[src/rtl/uart_cmd_parser_pkg.sv]
// Shared definitions for the UART command parser:
// framing byte, command codes, directions, FSM states.
package uart_cmd_parser_pkg;

  localparam logic [7:0] SOF = 8'hA5;

  localparam logic [7:0] CMD_SET_DIR = 8'h01;
  localparam logic [7:0] CMD_START   = 8'h02;
  localparam logic [7:0] CMD_PAUSE   = 8'h03;

  localparam logic [1:0] DIR_UP    = 2'd0;
  localparam logic [1:0] DIR_RIGHT = 2'd1;
  localparam logic [1:0] DIR_DOWN  = 2'd2;
  localparam logic [1:0] DIR_LEFT  = 2'd3;

  typedef enum logic [1:0] {
    ST_IDLE,
    ST_CMD,
    ST_ARG,
    ST_CHK
  } state_t;

endpackage

[src/rtl/byte_timeout_timer.sv]
// Inter-byte timeout: counts idle cycles while a packet is open,
// pulses expire when the gap reaches TIMEOUT_CYC cycles.
module byte_timeout_timer #(
  parameter int TIMEOUT_CYC = 270833,
  parameter int TO_BITS     = 19
) (
  input  logic clk,
  input  logic reset,
  input  logic clear,
  input  logic enable,
  output logic expire
);

  localparam logic [TO_BITS-1:0] LAST = TO_BITS'(TIMEOUT_CYC - 1);

  logic [TO_BITS-1:0] cnt_q;
  logic [TO_BITS-1:0] cnt_d;

  // Next count; an arriving byte always beats expiry
  always_comb begin
    cnt_d  = cnt_q;
    expire = 1'b0;
    if (!enable || clear) begin
      cnt_d = '0;
    end else if (cnt_q == LAST) begin
      cnt_d  = '0;
      expire = 1'b1;
    end else begin
      cnt_d = cnt_q + 1'b1;
    end
  end

  // Counter register
  always_ff @(posedge clk) begin
    if (reset) cnt_q <= '0;
    else       cnt_q <= cnt_d;
  end

endmodule

[src/rtl/uart_cmd_parser.sv]
// Frames received UART bytes into A5/CMD/ARG/CHK packets and
// turns valid packets into snake direction/start/pause controls.
module uart_cmd_parser
  import uart_cmd_parser_pkg::*;
#(
  parameter int TIMEOUT_CYC = 270833,
  parameter int TO_BITS     = 19,
  parameter int ERR_BITS    = 8
) (
  input  logic                clk,
  input  logic                reset,
  input  logic [7:0]          rx_data,
  input  logic                rx_valid,
  output logic [1:0]          dir,
  output logic                dir_valid,
  output logic                start_pulse,
  output logic                paused,
  output logic                frame_err,
  output logic [ERR_BITS-1:0] err_cnt
);

  state_t              state_q, state_d;
  logic [7:0]          cmd_q, cmd_d;
  logic [7:0]          arg_q, arg_d;
  logic [1:0]          dir_q, dir_d;
  logic                dv_q, dv_d;
  logic                sp_q, sp_d;
  logic                pz_q, pz_d;
  logic                fe_q, fe_d;
  logic [ERR_BITS-1:0] ec_q, ec_d;
  logic                expire;

  byte_timeout_timer #(
    .TIMEOUT_CYC(TIMEOUT_CYC),
    .TO_BITS    (TO_BITS)
  ) u_timer (
    .clk   (clk),
    .reset (reset),
    .clear (rx_valid),
    .enable(state_q != ST_IDLE),
    .expire(expire)
  );

  // Packet framing, command evaluation and error counting
  always_comb begin
    state_d = state_q;
    cmd_d   = cmd_q;
    arg_d   = arg_q;
    dir_d   = dir_q;
    pz_d    = pz_q;
    dv_d    = 1'b0;
    sp_d    = 1'b0;
    fe_d    = 1'b0;
    if (rx_valid) begin
      case (state_q)
        ST_IDLE: if (rx_data == SOF) state_d = ST_CMD;
        ST_CMD: begin
          cmd_d   = rx_data;
          state_d = ST_ARG;
        end
        ST_ARG: begin
          arg_d   = rx_data;
          state_d = ST_CHK;
        end
        default: begin
          state_d = ST_IDLE;
          if (rx_data != (cmd_q ^ arg_q)) begin
            fe_d = 1'b1;
          end else begin
            unique case (1'b1)
              (cmd_q == CMD_SET_DIR): begin
                if (arg_q > 8'd3) begin
                  fe_d = 1'b1;
                end else if (arg_q[1:0] != (dir_q ^ 2'd2) &&
                             arg_q[1:0] != dir_q) begin
                  dir_d = arg_q[1:0];
                  dv_d  = 1'b1;
                end
              end
              (cmd_q == CMD_START): begin
                sp_d = 1'b1;
                pz_d = 1'b0;
              end
              (cmd_q == CMD_PAUSE): begin
                if (arg_q == 8'd0)      pz_d = 1'b0;
                else if (arg_q == 8'd1) pz_d = 1'b1;
                else                    fe_d = 1'b1;
              end
              default: fe_d = 1'b1;
            endcase
          end
        end
      endcase
    end else if (expire) begin
      state_d = ST_IDLE;
      fe_d    = 1'b1;
    end
    ec_d = ec_q;
    if (fe_d && ec_q != '1) ec_d = ec_q + 1'b1;
  end

  // State and registered outputs
  always_ff @(posedge clk) begin
    if (reset) begin
      state_q <= ST_IDLE;
      cmd_q   <= '0;
      arg_q   <= '0;
      dir_q   <= DIR_RIGHT;
      dv_q    <= 1'b0;
      sp_q    <= 1'b0;
      pz_q    <= 1'b0;
      fe_q    <= 1'b0;
      ec_q    <= '0;
    end else begin
      state_q <= state_d;
      cmd_q   <= cmd_d;
      arg_q   <= arg_d;
      dir_q   <= dir_d;
      dv_q    <= dv_d;
      sp_q    <= sp_d;
      pz_q    <= pz_d;
      fe_q    <= fe_d;
      ec_q    <= ec_d;
    end
  end

  assign dir         = dir_q;
  assign dir_valid   = dv_q;
  assign start_pulse = sp_q;
  assign paused      = pz_q;
  assign frame_err   = fe_q;
  assign err_cnt     = ec_q;

endmodule
[config.mk]
export PLATFORM = sky130hd
export DESIGN_NAME = uart_cmd_parser
export DESIGN_NICKNAME = d
export VERILOG_FILES = /design/src/rtl/uart_cmd_parser_pkg.sv /design/src/rtl/byte_timeout_timer.sv /design/src/rtl/uart_cmd_parser.sv
export SDC_FILE = /design/constraint.sdc
export NUM_CORES = 1
export LEC_CHECK = 0
export ABC_AREA = 1
export BUFFER_PORTS_ARGS = -buffer_cell sky130_fd_sc_hd__buf_2
export CAP_MARGIN = 10
export CORE_AREA = 8 8 89 91
export CTS_BUF_LIST = sky130_fd_sc_hd__clkbuf_2
export DETAILED_ROUTE_END_ITERATION = 10
export DIE_AREA = 0 0 97 99
export PLACE_DENSITY_LB_ADDON = 0.08
export SLEW_MARGIN = 10
export SYNTH_ARGS = -nofsm -noshare
export SYNTH_HDL_FRONTEND = slang
export SYNTH_SLANG_ARGS = --single-unit
[constraint.sdc]
create_clock -name clk -period 2.95 [get_ports clk]
set_clock_uncertainty 0.1 [all_clocks]
set_input_delay 0.1475 -clock clk [delete_from_list [all_inputs] [get_ports clk]]
set_output_delay 0.1475 -clock clk [all_outputs]
set_load 0.01 [all_outputs]
=== Word-level counts from Yosys, hierarchy flattened ===
Index checks and enable logic that the tools add are counted.

* Bits in registers: 51
* Input port bits: 11
* Output and inout bits: 14
* Word-level logic and storage cells: 71

* Add/sub/neg operators: 2
* $lt $le $gt $ge: 1
* Equality and inequality tests: 14
* Multiplexer cells: 19
* Bitwise gates (word level): 7
* Reduce and logical (&&, ||, !) cells: 18

{| class="wikitable"
|+ Operators by type and width
! operator !! count
|-
| adder 19 x 1 -> 19 bit, second input constant || 1
|-
| equality test 19 bit, second input constant || 1
|-
| equality test 8 x 1 -> 1 bit, second input constant || 2
|-
| equality test 8 x 2 -> 1 bit, second input constant || 2
|-
| 2-to-1 mux 1 bit || 13
|-
| adder 8 x 1 -> 8 bit, second input constant || 1
|-
| equality test 8 bit, second input constant || 1
|-
| > comparator 8 x 2 -> 1 bit, second input constant || 1
|-
| zero test 8 bit || 1
|-
| != test 8 bit || 1
|-
| != test 8 bit, second input constant || 1
|-
| OR reduction 8 bit || 1
|-
| bitwise XOR 8 bit || 1
|-
| 2-to-1 mux 2 bit || 3
|-
| NOT 1 bit || 6
|-
| one-hot mux 2 bit (3 select lines) || 1
|-
| AND reduction 2 bit || 3
|-
| AND reduction 6 bit || 1
|-
| nonzero test 2 bit || 3
|-
| OR reduction 3 bit || 2
|-
| OR reduction 6 bit || 1
|-
| AND reduction 5 bit || 1
|-
| != test 2 bit || 2
|-
| != test 3 x 1 -> 1 bit, second input constant || 1
|-
| 9 further kinds || 10
|}

=== Logic depth before layout (Yosys ltp) ===
Gate-level depths: netlist of run 1.

* Depth after elaboration: 8
* Depth in mapped cells: 14
* Depth with buffers taken out: 13

=== Cells and area by module ===
Synthesis of run 1 repeated with hierarchy kept, for this count alone.

* Cell total of the unflattened synthesis: 420
* Area, all modules: 2,921.6 um^2

{| class="wikitable"
|+ Modules (own cells, without submodules)
! module !! instances !! cells an instance !! area an instance (um^2) !! seq. area each (um^2)
|-
| uart_cmd_parser || 1 || 264 || 1,859.3 || 640.6
|-
| byte_timeout_timer || 1 || 156 || 1,062.3 || 380.4
|}

=== Worst setup path after synthesis of run 1 ===
Ideal clock, no wire load.

* Path kind: flip-flop to flip-flop
* Start point: reg u_timer.cnt_q[0]
* End point: reg u_timer.cnt_q[18]
* Setup time: 0.117 ns
* Arrival time: 1.521 ns
* Data required time: 2.733 ns
* Setup slack: 1.212 ns
* Stages on the path, launching flop included: 13
* Path buffers: 0
* Period minus slack after synthesis: 1.738 ns
* Cell sequence: dfxtp_1 ha_1 nand2_1 nor2_4 inv_2 nor2_2 nand3_2 nor2_2 nand2_2 nor2_2 nand3_1 o21ai_1 a21oi_1

* Cells in the longest elaborated chain, start to end: 2
* Elaborated cells on any way between the ends: 3
* Those cells by class: add/sub (1); eq/ne (1); reduce/logical (1)

{| class="wikitable"
|+ Ends and longest elaborated chain
! item !! RTL line !! RTL
|-
| from (decl) || byte_timeout_timer.sv:16 || <nowiki>logic [TO_BITS-1:0] cnt_q;</nowiki>
|-
| from (signal assigned) || byte_timeout_timer.sv:36 || <nowiki>else cnt_q <= cnt_d;</nowiki>
|-
| branches (longest 2 deep; another with adder 19 x 1 -> 19 bit) || n/a ||
|}

Several ways; the timed one is not identified.
A chain may end at the register's enable or synchronous reset.

=== Final worst setup path of run 1 ===
* Start point: reg u_timer.cnt_q[0]
* End point: reg ec_q[7], in the netlist err_cnt[7]

* Cells in the longest elaborated chain, start to end: 6

{| class="wikitable"
|+ Ends and longest elaborated chain
! item !! RTL line !! RTL
|-
| equality test 19 bit || byte_timeout_timer.sv:25 || <nowiki>end else if (cnt_q == LAST) begin</nowiki>
|-
| 2-to-1 mux 1 bit || byte_timeout_timer.sv:25 ||
|-
| 2-to-1 mux 1 bit || byte_timeout_timer.sv:23 || <nowiki>if (!enable || clear) begin</nowiki>
|-
| 2-to-1 mux 1 bit || uart_cmd_parser.sv:94 || <nowiki>end else if (expire) begin</nowiki>
|-
| 2-to-1 mux 1 bit || uart_cmd_parser.sv:54 || <nowiki>if (rx_valid) begin</nowiki>
|-
| logical AND 1 bit || uart_cmd_parser.sv:99 || <nowiki>if (fe_d && ec_q != '1) ec_d = ec_q + 1'b1;</nowiki>
|-
| to (signal assigned) || uart_cmd_parser.sv:113 || <nowiki>ec_q <= '0;</nowiki>
|-
| to (signal assigned) || uart_cmd_parser.sv:123 || <nowiki>ec_q <= ec_d;</nowiki>
|-
| to (decl) || uart_cmd_parser.sv:30 || <nowiki>logic [ERR_BITS-1:0] ec_q, ec_d;</nowiki>
|}

No other way between the ends.

==> results of run 1 <==
[state kept, by name, summed over array words and instances (netlist names)]
signal         count
err_cnt            8
cmd_q              8
dir                2
arg_q              8
u_timer.cnt_q     19
frame_err          1
state_q            2
paused             1
start_pulse        1
dir_valid          1
[worst min-delay path by stage]
stage | end | slack (ns) | from
after global routing | dir[1]$_SDFFE_PP0P_ | 0.38 | dir[1]$_SDFFE_PP0P_
after CTS | dir[1]$_SDFFE_PP0P_ | 0.37 | dir[1]$_SDFFE_PP0P_
after detailed placement | dir[1]$_SDFFE_PP0P_ | 0.34 | dir[1]$_SDFFE_PP0P_
after global placement | dir[1]$_SDFFE_PP0P_ | 0.33 | dir[1]$_SDFFE_PP0P_
final | dir[1]$_SDFFE_PP0P_ | 0.36 | dir[1]$_SDFFE_PP0P_
after floorplan | state_q[1]$_SDFFE_PP0P_ | 0.19 | rx_valid
[metrics by stage]
stage / instance area [um^2] / util
global placement: 2880 / 0.438
detailed placement: 2880 / 0.438
floorplan: 2670 / -
CTS: 3010 / 0.458
global route: 3010 / 0.458
finish: 3010 / 0.458
[cell families after synthesis]
| family | share of synthesized area |
|---|---|
| AND/OR/NAND/NOR | 0.332 |
| buffers and inverters | 0.0960 |
| AO/OA/AOI/OAI | 0.127 |
| flip-flops | 0.382 |
| XOR/XNOR | 0.0295 |
| adder cells (fa/ha/maj) | 0.0328 |
[critical path: stages (launching register included)]
cell                      delay (ns)
sky130_fd_sc_hd__dfxtp_1        0.40
sky130_fd_sc_hd__inv_1          0.07
sky130_fd_sc_hd__ha_1           0.14
sky130_fd_sc_hd__nand3_1        0.07
sky130_fd_sc_hd__nor4_1         0.32
sky130_fd_sc_hd__nand4_1        0.19
sky130_fd_sc_hd__nand2_1        0.32
sky130_fd_sc_hd__nand2_1        0.22
sky130_fd_sc_hd__nand2_1        0.11
sky130_fd_sc_hd__a21oi_1        0.06
[what timing repair did]
item | in CTS | in global routing
hold buffers | 10 | 0
hold endpoints to repair | 26 | 0
buffers inserted | 0 | 0
[placed cells by master (no fill, tap or decap), drive strengths merged]
master	synthesis	final
nand2	90	90
inv	60	60
dfxtp	51	51
nor2	40	40
a21oi	34	34
nand3	33	33
o21ai	28	28
buf	2	26
dlygate4sd3	0	10
xor2	8	8
nand4	7	7
ha	7	7
clkbuf	5	6
nor3	6	6
nor3b	6	6
nand3b	2	2
o211ai	2	2
nor4	2	2
o21a	2	2
or2	2	2
xnor2	1	1
[final cells by class]
class / count / share of cell area
Sequential cell: 51 / 0.340
Clock buffer: 6 / 0.00999
Tap cell: 80 / 0.0333
Multi-Input combinational cell: 270 / 0.464
Inverter: 60 / 0.0749
Timing Repair Buffer: 36 / 0.0782
[metal layers]
layer | GRT usage | part of all wire | up-vias
met5 | 0 | 0 | -
met4 | 0.0438 | 0.012 | 0
met3 | 0.0322 | 0.038 | 6
met2 | 0.189 | 0.42 | 22
met1 | 0.161 | 0.53 | 1077
li1 | - | - | 1309
[power by group through the flow]
stage	combinational [W]	sequential (W)	clock, W
after floorplan	0.0000953	0.000728	0
after global placement	0.000132	0.000731	0
after detailed placement	0.000132	0.000731	0
after CTS	0.000143	0.000719	0.000289
after global routing	0.000164	0.000722	0.000308
final	0.000142	0.000718	0.000270
==> flow_summary.json, run 1 <==
{
  "finalWirelength_mm": 5.65,
  "regToRegStartpoint": "u_timer.cnt_q[0]$_SDFF_PP0_",
  "layout.filler_cells": 708,
  "synth.top_cells.by_count": "86 x sky130_fd_sc_hd__nand2_1, 59 x sky130_fd_sc_hd__inv_1, 51 x sky130_fd_sc_hd__dfxtp_1",
  "max_slew_margin": 0.647,
  "synth_nets": 406,
  "critical_path_arrival_ns": 2.31,
  "rows": 30,
  "worst-endpoint-required_ns": 3.21,
  "most_frequently_used_cell_type_in_the_post_synthesis_netlist": "sky130_fd_sc_hd__nand2_1",
  "worst_setup_path_endpoint": "err_cnt[7]$_SDFFE_PP0P_",
  "die_h_um": 99,
  "fin_ws_ns": 0.900,
  "final_net_count": 442,
  "design.die.area_um2": 9600,
  "ctsLongestPathBuffers": 2,
  "fin_hold_ws_ns": 0.358,
  "final-max-slew-violation-count": 0,
  "rr_worst_depth": 9,
  "gp_congestion": 0.819,
  "hold_path_class": "reg -> reg",
  "asyncSetResetFlopFracSynth": 0,
  "worst-slew-pin-transition_ns": 0.528,
  "ys_top_cells_by_area": "sky130_fd_sc_hd__dfxtp_1 38%, sky130_fd_sc_hd__nand2_1 12%, sky130_fd_sc_hd__inv_1 8.3%",
  "pwr-share-clk": 0.239,
  "synthDominantCellAreaShare": 0.382,
  "route.detailed.wl_per_inst_um": 11.2,
  "ctsRootBufferMaster": "sky130_fd_sc_hd__clkbuf_2",
  "post_cts.resized_instances": 0,
  "syn_avg_cell_area_um2": 6.89,
  "syn-instance-count": 388,
  "numPortBuffers": 24,
  "finalHoldViolCount": 0,
  "cts_tree": "yes",
  "layout_worst_path_cycle_share": 0.695,
  "switching_share": 0.280,
  "crit-reg2reg-capture": "err_cnt[7]$_SDFFE_PP0P_",
  "combPwrFrac": 0.125,
  "initial_standard_cell_utilization_of_the_core": 0.407,
  "viasPerCell": 4.80,
  "vias_in_the_first_global_route": 2239,
  "report.power.total_w": 0.00113,
  "shortest_period_the_worst_path_allows_ns": 2.05,
  "layout-area-overhead-vs-synth_pct": 12.5,
  "clkTransAtPathRegs_ns": 0.25,
  "multiInputGateArea_um2": 1400,
  "synth_cell_type_count": 31,
  "detail_route.drc_violations": 0,
  "core_um2": 6570,
  "drt_pass1_iterations": 4,
  "timing.critical_path.fanout_max": 11,
  "timing.fmax_mhz": 488,
  "timing.setup.tns_ns": 0,
  "initial_antenna_violation_count": 0,
  "regArea_um2": 1020,
  "total_via_count_after_detailed_routing": 2414,
  "grt_remaining_overflow": 0,
  "dpl_worst_slack_ns": 0.897,
  "cts.sinks": 51,
  "dp.final_hpwl_mm": 4.25,
  "yosysWarnings": 0,
  "h-tree-depth": 2,
  "netlist_area_um2": 2670,
  "wire_length_of_the_first_global_routing_pass_mm": 10.1,
  "setup.worst_path.start_class": "flip-flop",
  "grt_setup_unrepaired": "no",
  "criticalPathCategory": "reg -> reg",
  "grt_start_max_net_pins": 23,
  "p_seq_frac": 0.636,
  "synth.yosys.seq_area_share": 0.382,
  "synth_enable_flop_cells": 0,
  "cell_internal_pwr_w": 0.000813,
  "pwr_density_cell_nw_per_um2": 376,
  "cap_violations": 0,
  "ys_ff_latch": 51,
  "stdcell_count": 503,
  "cp-end-kind": "flip-flop",
  "global_route.usage.total": 0.123,
  "holdPathStages": 2,
  "ys.flop_type": "sky130_fd_sc_hd__dfxtp_1",
  "post_route_cells_drive_above_1_share": 0.118,
  "run_status": "finished clean",
  "clock_latency_ns": 0.43,
  "total_switching_power_w": 0.000316,
  "placed_cells": 487,
  "antennaDiodeCount": 0,
  "drt_iter0_drc": 72,
  "ant_nets": 0,
  "cts_inserted_buffers": 5,
  "ff2ff_setup_slack_ns": 0.90,
  "top_level_ports": 25,
  "setup_violations": 0,
  "synth_top_area_cell": "sky130_fd_sc_hd__dfxtp_1",
  "worstSetupStartpoint": "u_timer.cnt_q[0]$_SDFF_PP0_",
  "power.static_leakage_nw": 1.28,
  "max-vdd-ir-drop_uv": 176,
  "die_width_um": 97
}
No activity file was read; power rests on OpenSTA's default activity.
==> run 2, diff against run 1 <==
==> constraint.sdc (replaced) <==
create_clock -name clk -period 1.8 [get_ports clk]
set_clock_uncertainty 0.1 [all_clocks]
set_input_delay 0.09 -clock clk [delete_from_list [all_inputs] [get_ports clk]]
set_output_delay 0.09 -clock clk [all_outputs]
set_load 0.01 [all_outputs]
==> flow_summary.json, run 2 (same netlist as run 1, synthesis figures left out) <==
{
  "run_status": "finished with violations",
  "violated_checks": "negative setup slack",
  "regToRegStartpoint": "u_timer.cnt_q[1]$_SDFF_PP0_",
  "detail_route.drc_violations": 0,
  "layout.filler_cells": 656,
  "report.power.total_w": 0.00196,
  "final-max-slew-violation-count": 0,
  "cap_violations": 0,
  "ctsLongestPathBuffers": 2,
  "stdcell_count": 537,
  "initial_antenna_violation_count": 0,
  "top_level_ports": 25,
  "fin_ws_ns": -0.0405,
  "layout_worst_path_cycle_share": 1.02,
  "die_h_um": 99,
  "total_via_count_after_detailed_routing": 2526,
  "die_width_um": 97,
  "worstSetupStartpoint": "u_timer.cnt_q[1]$_SDFF_PP0_",
  "layout.cells.most_common_list": "82 x sky130_fd_sc_hd__nand2_1, 57 x sky130_fd_sc_hd__inv_1, 45 x sky130_fd_sc_hd__dfxtp_1",
  "max-vdd-ir-drop_uv": 265,
  "rows": 30,
  "worst-slew-pin-transition_ns": 0.525,
  "timing.fmax_mhz": 543,
  "clkTransAtPathRegs_ns": 0.31,
  "ant_nets": 0,
  "viasPerCell": 4.70,
  "final_core_util": 0.522,
  "antennaDiodeCount": 0,
  "shortest_period_the_worst_path_allows_ns": 1.84,
  "regArea_um2": 1030,
  "design.die.area_um2": 9600,
  "final_net_count": 474,
  "power.static_leakage_nw": 1.48,
  "route.detailed.wl_per_inst_um": 11.5,
  "setup.worst_path.start_class": "flip-flop",
  "wire_length_of_the_first_global_routing_pass_mm": 10.5,
  "min_delay_startpoint": "reset",
  "rr_worst_depth": 10,
  "holdPathStages": 3,
  "cts_inserted_buffers": 5,
  "drt_pass1_iterations": 6,
  "numPortBuffers": 24,
  "max_flop_register": "u_timer.cnt_q",
  "hold_path_class": "in -> reg",
  "global_route.usage.total": 0.128,
  "largest_reg_flops": 19,
  "layout-area-overhead-vs-synth_pct": 28.4,
  "drt_iter0_drc": 79,
  "finalHoldViolCount": 0,
  "finalWirelength_mm": 6.20,
  "h-tree-depth": 2,
  "ctsRootBufferMaster": "sky130_fd_sc_hd__clkbuf_2",
  "max_slew_margin": 0.649,
  "gp_congestion": 0.805,
  "pwr_density_cell_nw_per_um2": 570,
  "criticalPathCategory": "reg -> reg",
  "cp-end-kind": "flip-flop",
  "clock_latency_ns": 0.46,
  "grt_remaining_overflow": 0,
  "core_um2": 6570,
  "timing.critical_path.fanout_max": 4,
  "post_route_cells_drive_above_1_share": 0.247,
  "critical_path_arrival_ns": 2.12,
  "cts_tree": "yes",
  "dp.final_hpwl_mm": 4.50,
  "multiInputGateArea_um2": 1520,
  "setup_violations": 6,
  "vias_in_the_first_global_route": 2311,
  "worst-endpoint-required_ns": 2.08,
  "initial_standard_cell_utilization_of_the_core": 0.407,
  "cts.sinks": 51,
  "grt_setup_unrepaired": "yes",
  "most_common_library_cell_in_the_layout_ignoring_fill_and_taps": "sky130_fd_sc_hd__nand2_1",
  "placed_cells": 512,
  "grt_start_max_net_pins": 23
}
## run 2: repair_timing
| action | CTS | global route |
|---|---|---|
| pin swaps | 0 | 11 |
| hold endpoints to repair | 27 | 0 |
| hold buffers | 10 | 0 |
| endpoints found under the setup margin | 17 | 31 |
| setup buffers | 0 | 6 |
| gates resized for setup | 9 | 37 |
| gates cloned | 0 | 1 |
## run 2: cell type report
| type | instances | area share |
|---|---|---|
| multi-input cells | 270 | 0.444 |
| flip-flops and latches | 51 | 0.301 |
| repair buffers | 68 | 0.145 |
| inverters | 60 | 0.0656 |
| well taps | 80 | 0.0292 |
| clock inverters | 3 | 0.00766 |
| clock buffers | 5 | 0.00729 |
## run 2: metal layers
metal / up-vias / track usage / part of all wire
met5: - / 0 / 0
met4: 0 / 0.0391 / 0.0095
met3: 6 / 0.0329 / 0.035
met2: 29 / 0.203 / 0.45
met1: 1104 / 0.167 / 0.50
li1: 1387 / - / -
## run 2: path summary, 6_finish.rpt
path | endpoint | slack [ns]
setup / recovery | state_q[0]$_SDFFE_PP0P_ | -0.04
hold / removal | err_cnt[4]$_SDFFE_PP0P_ | 0.35
setup reg to reg | state_q[0]$_SDFFE_PP0P_ | -0.04
hold reg to reg | dir[1]$_SDFFE_PP0P_ | 0.36
## run 2: stage by stage
stage	hold slack, ns	TNS (ns)	setup slack (ns)	instance area (um^2)
4_1_cts	0.317	-0.0232	-0.0178	3240
2_1_floorplan	0.135	0	0.0624	2670
5_1_grt	0.315	-2.91	-0.228	3430
6_report	0.349	-0.0970	-0.0405	3430
3_3_place_gp	0.303	-0.0759	-0.0625	3060
3_5_place_dp	0.308	-0.210	-0.0767	3060
## run 2: critical path, stage by stage, from the launching register on
cell and delay, ns:
sky130_fd_sc_hd__dfxtp_4 0.43, sky130_fd_sc_hd__inv_1 0.06, sky130_fd_sc_hd__ha_2 0.17, sky130_fd_sc_hd__nand3_2 0.09, sky130_fd_sc_hd__nor4_4 0.24, sky130_fd_sc_hd__buf_4 0.15
sky130_fd_sc_hd__nand3_2 0.09, sky130_fd_sc_hd__o21ai_2 0.19, sky130_fd_sc_hd__o21ai_0 0.10, sky130_fd_sc_hd__o21ai_0 0.07, sky130_fd_sc_hd__nor2_1 0.05
## run 2: report_power, final
part           switching (W)  total [W]  leakage, nW  internal [W]
combinational       0.000155   0.000262         1.03      0.000107
clock               0.000408   0.000519       0.0339      0.000111
sequential         0.0000206    0.00118        0.415       0.00116
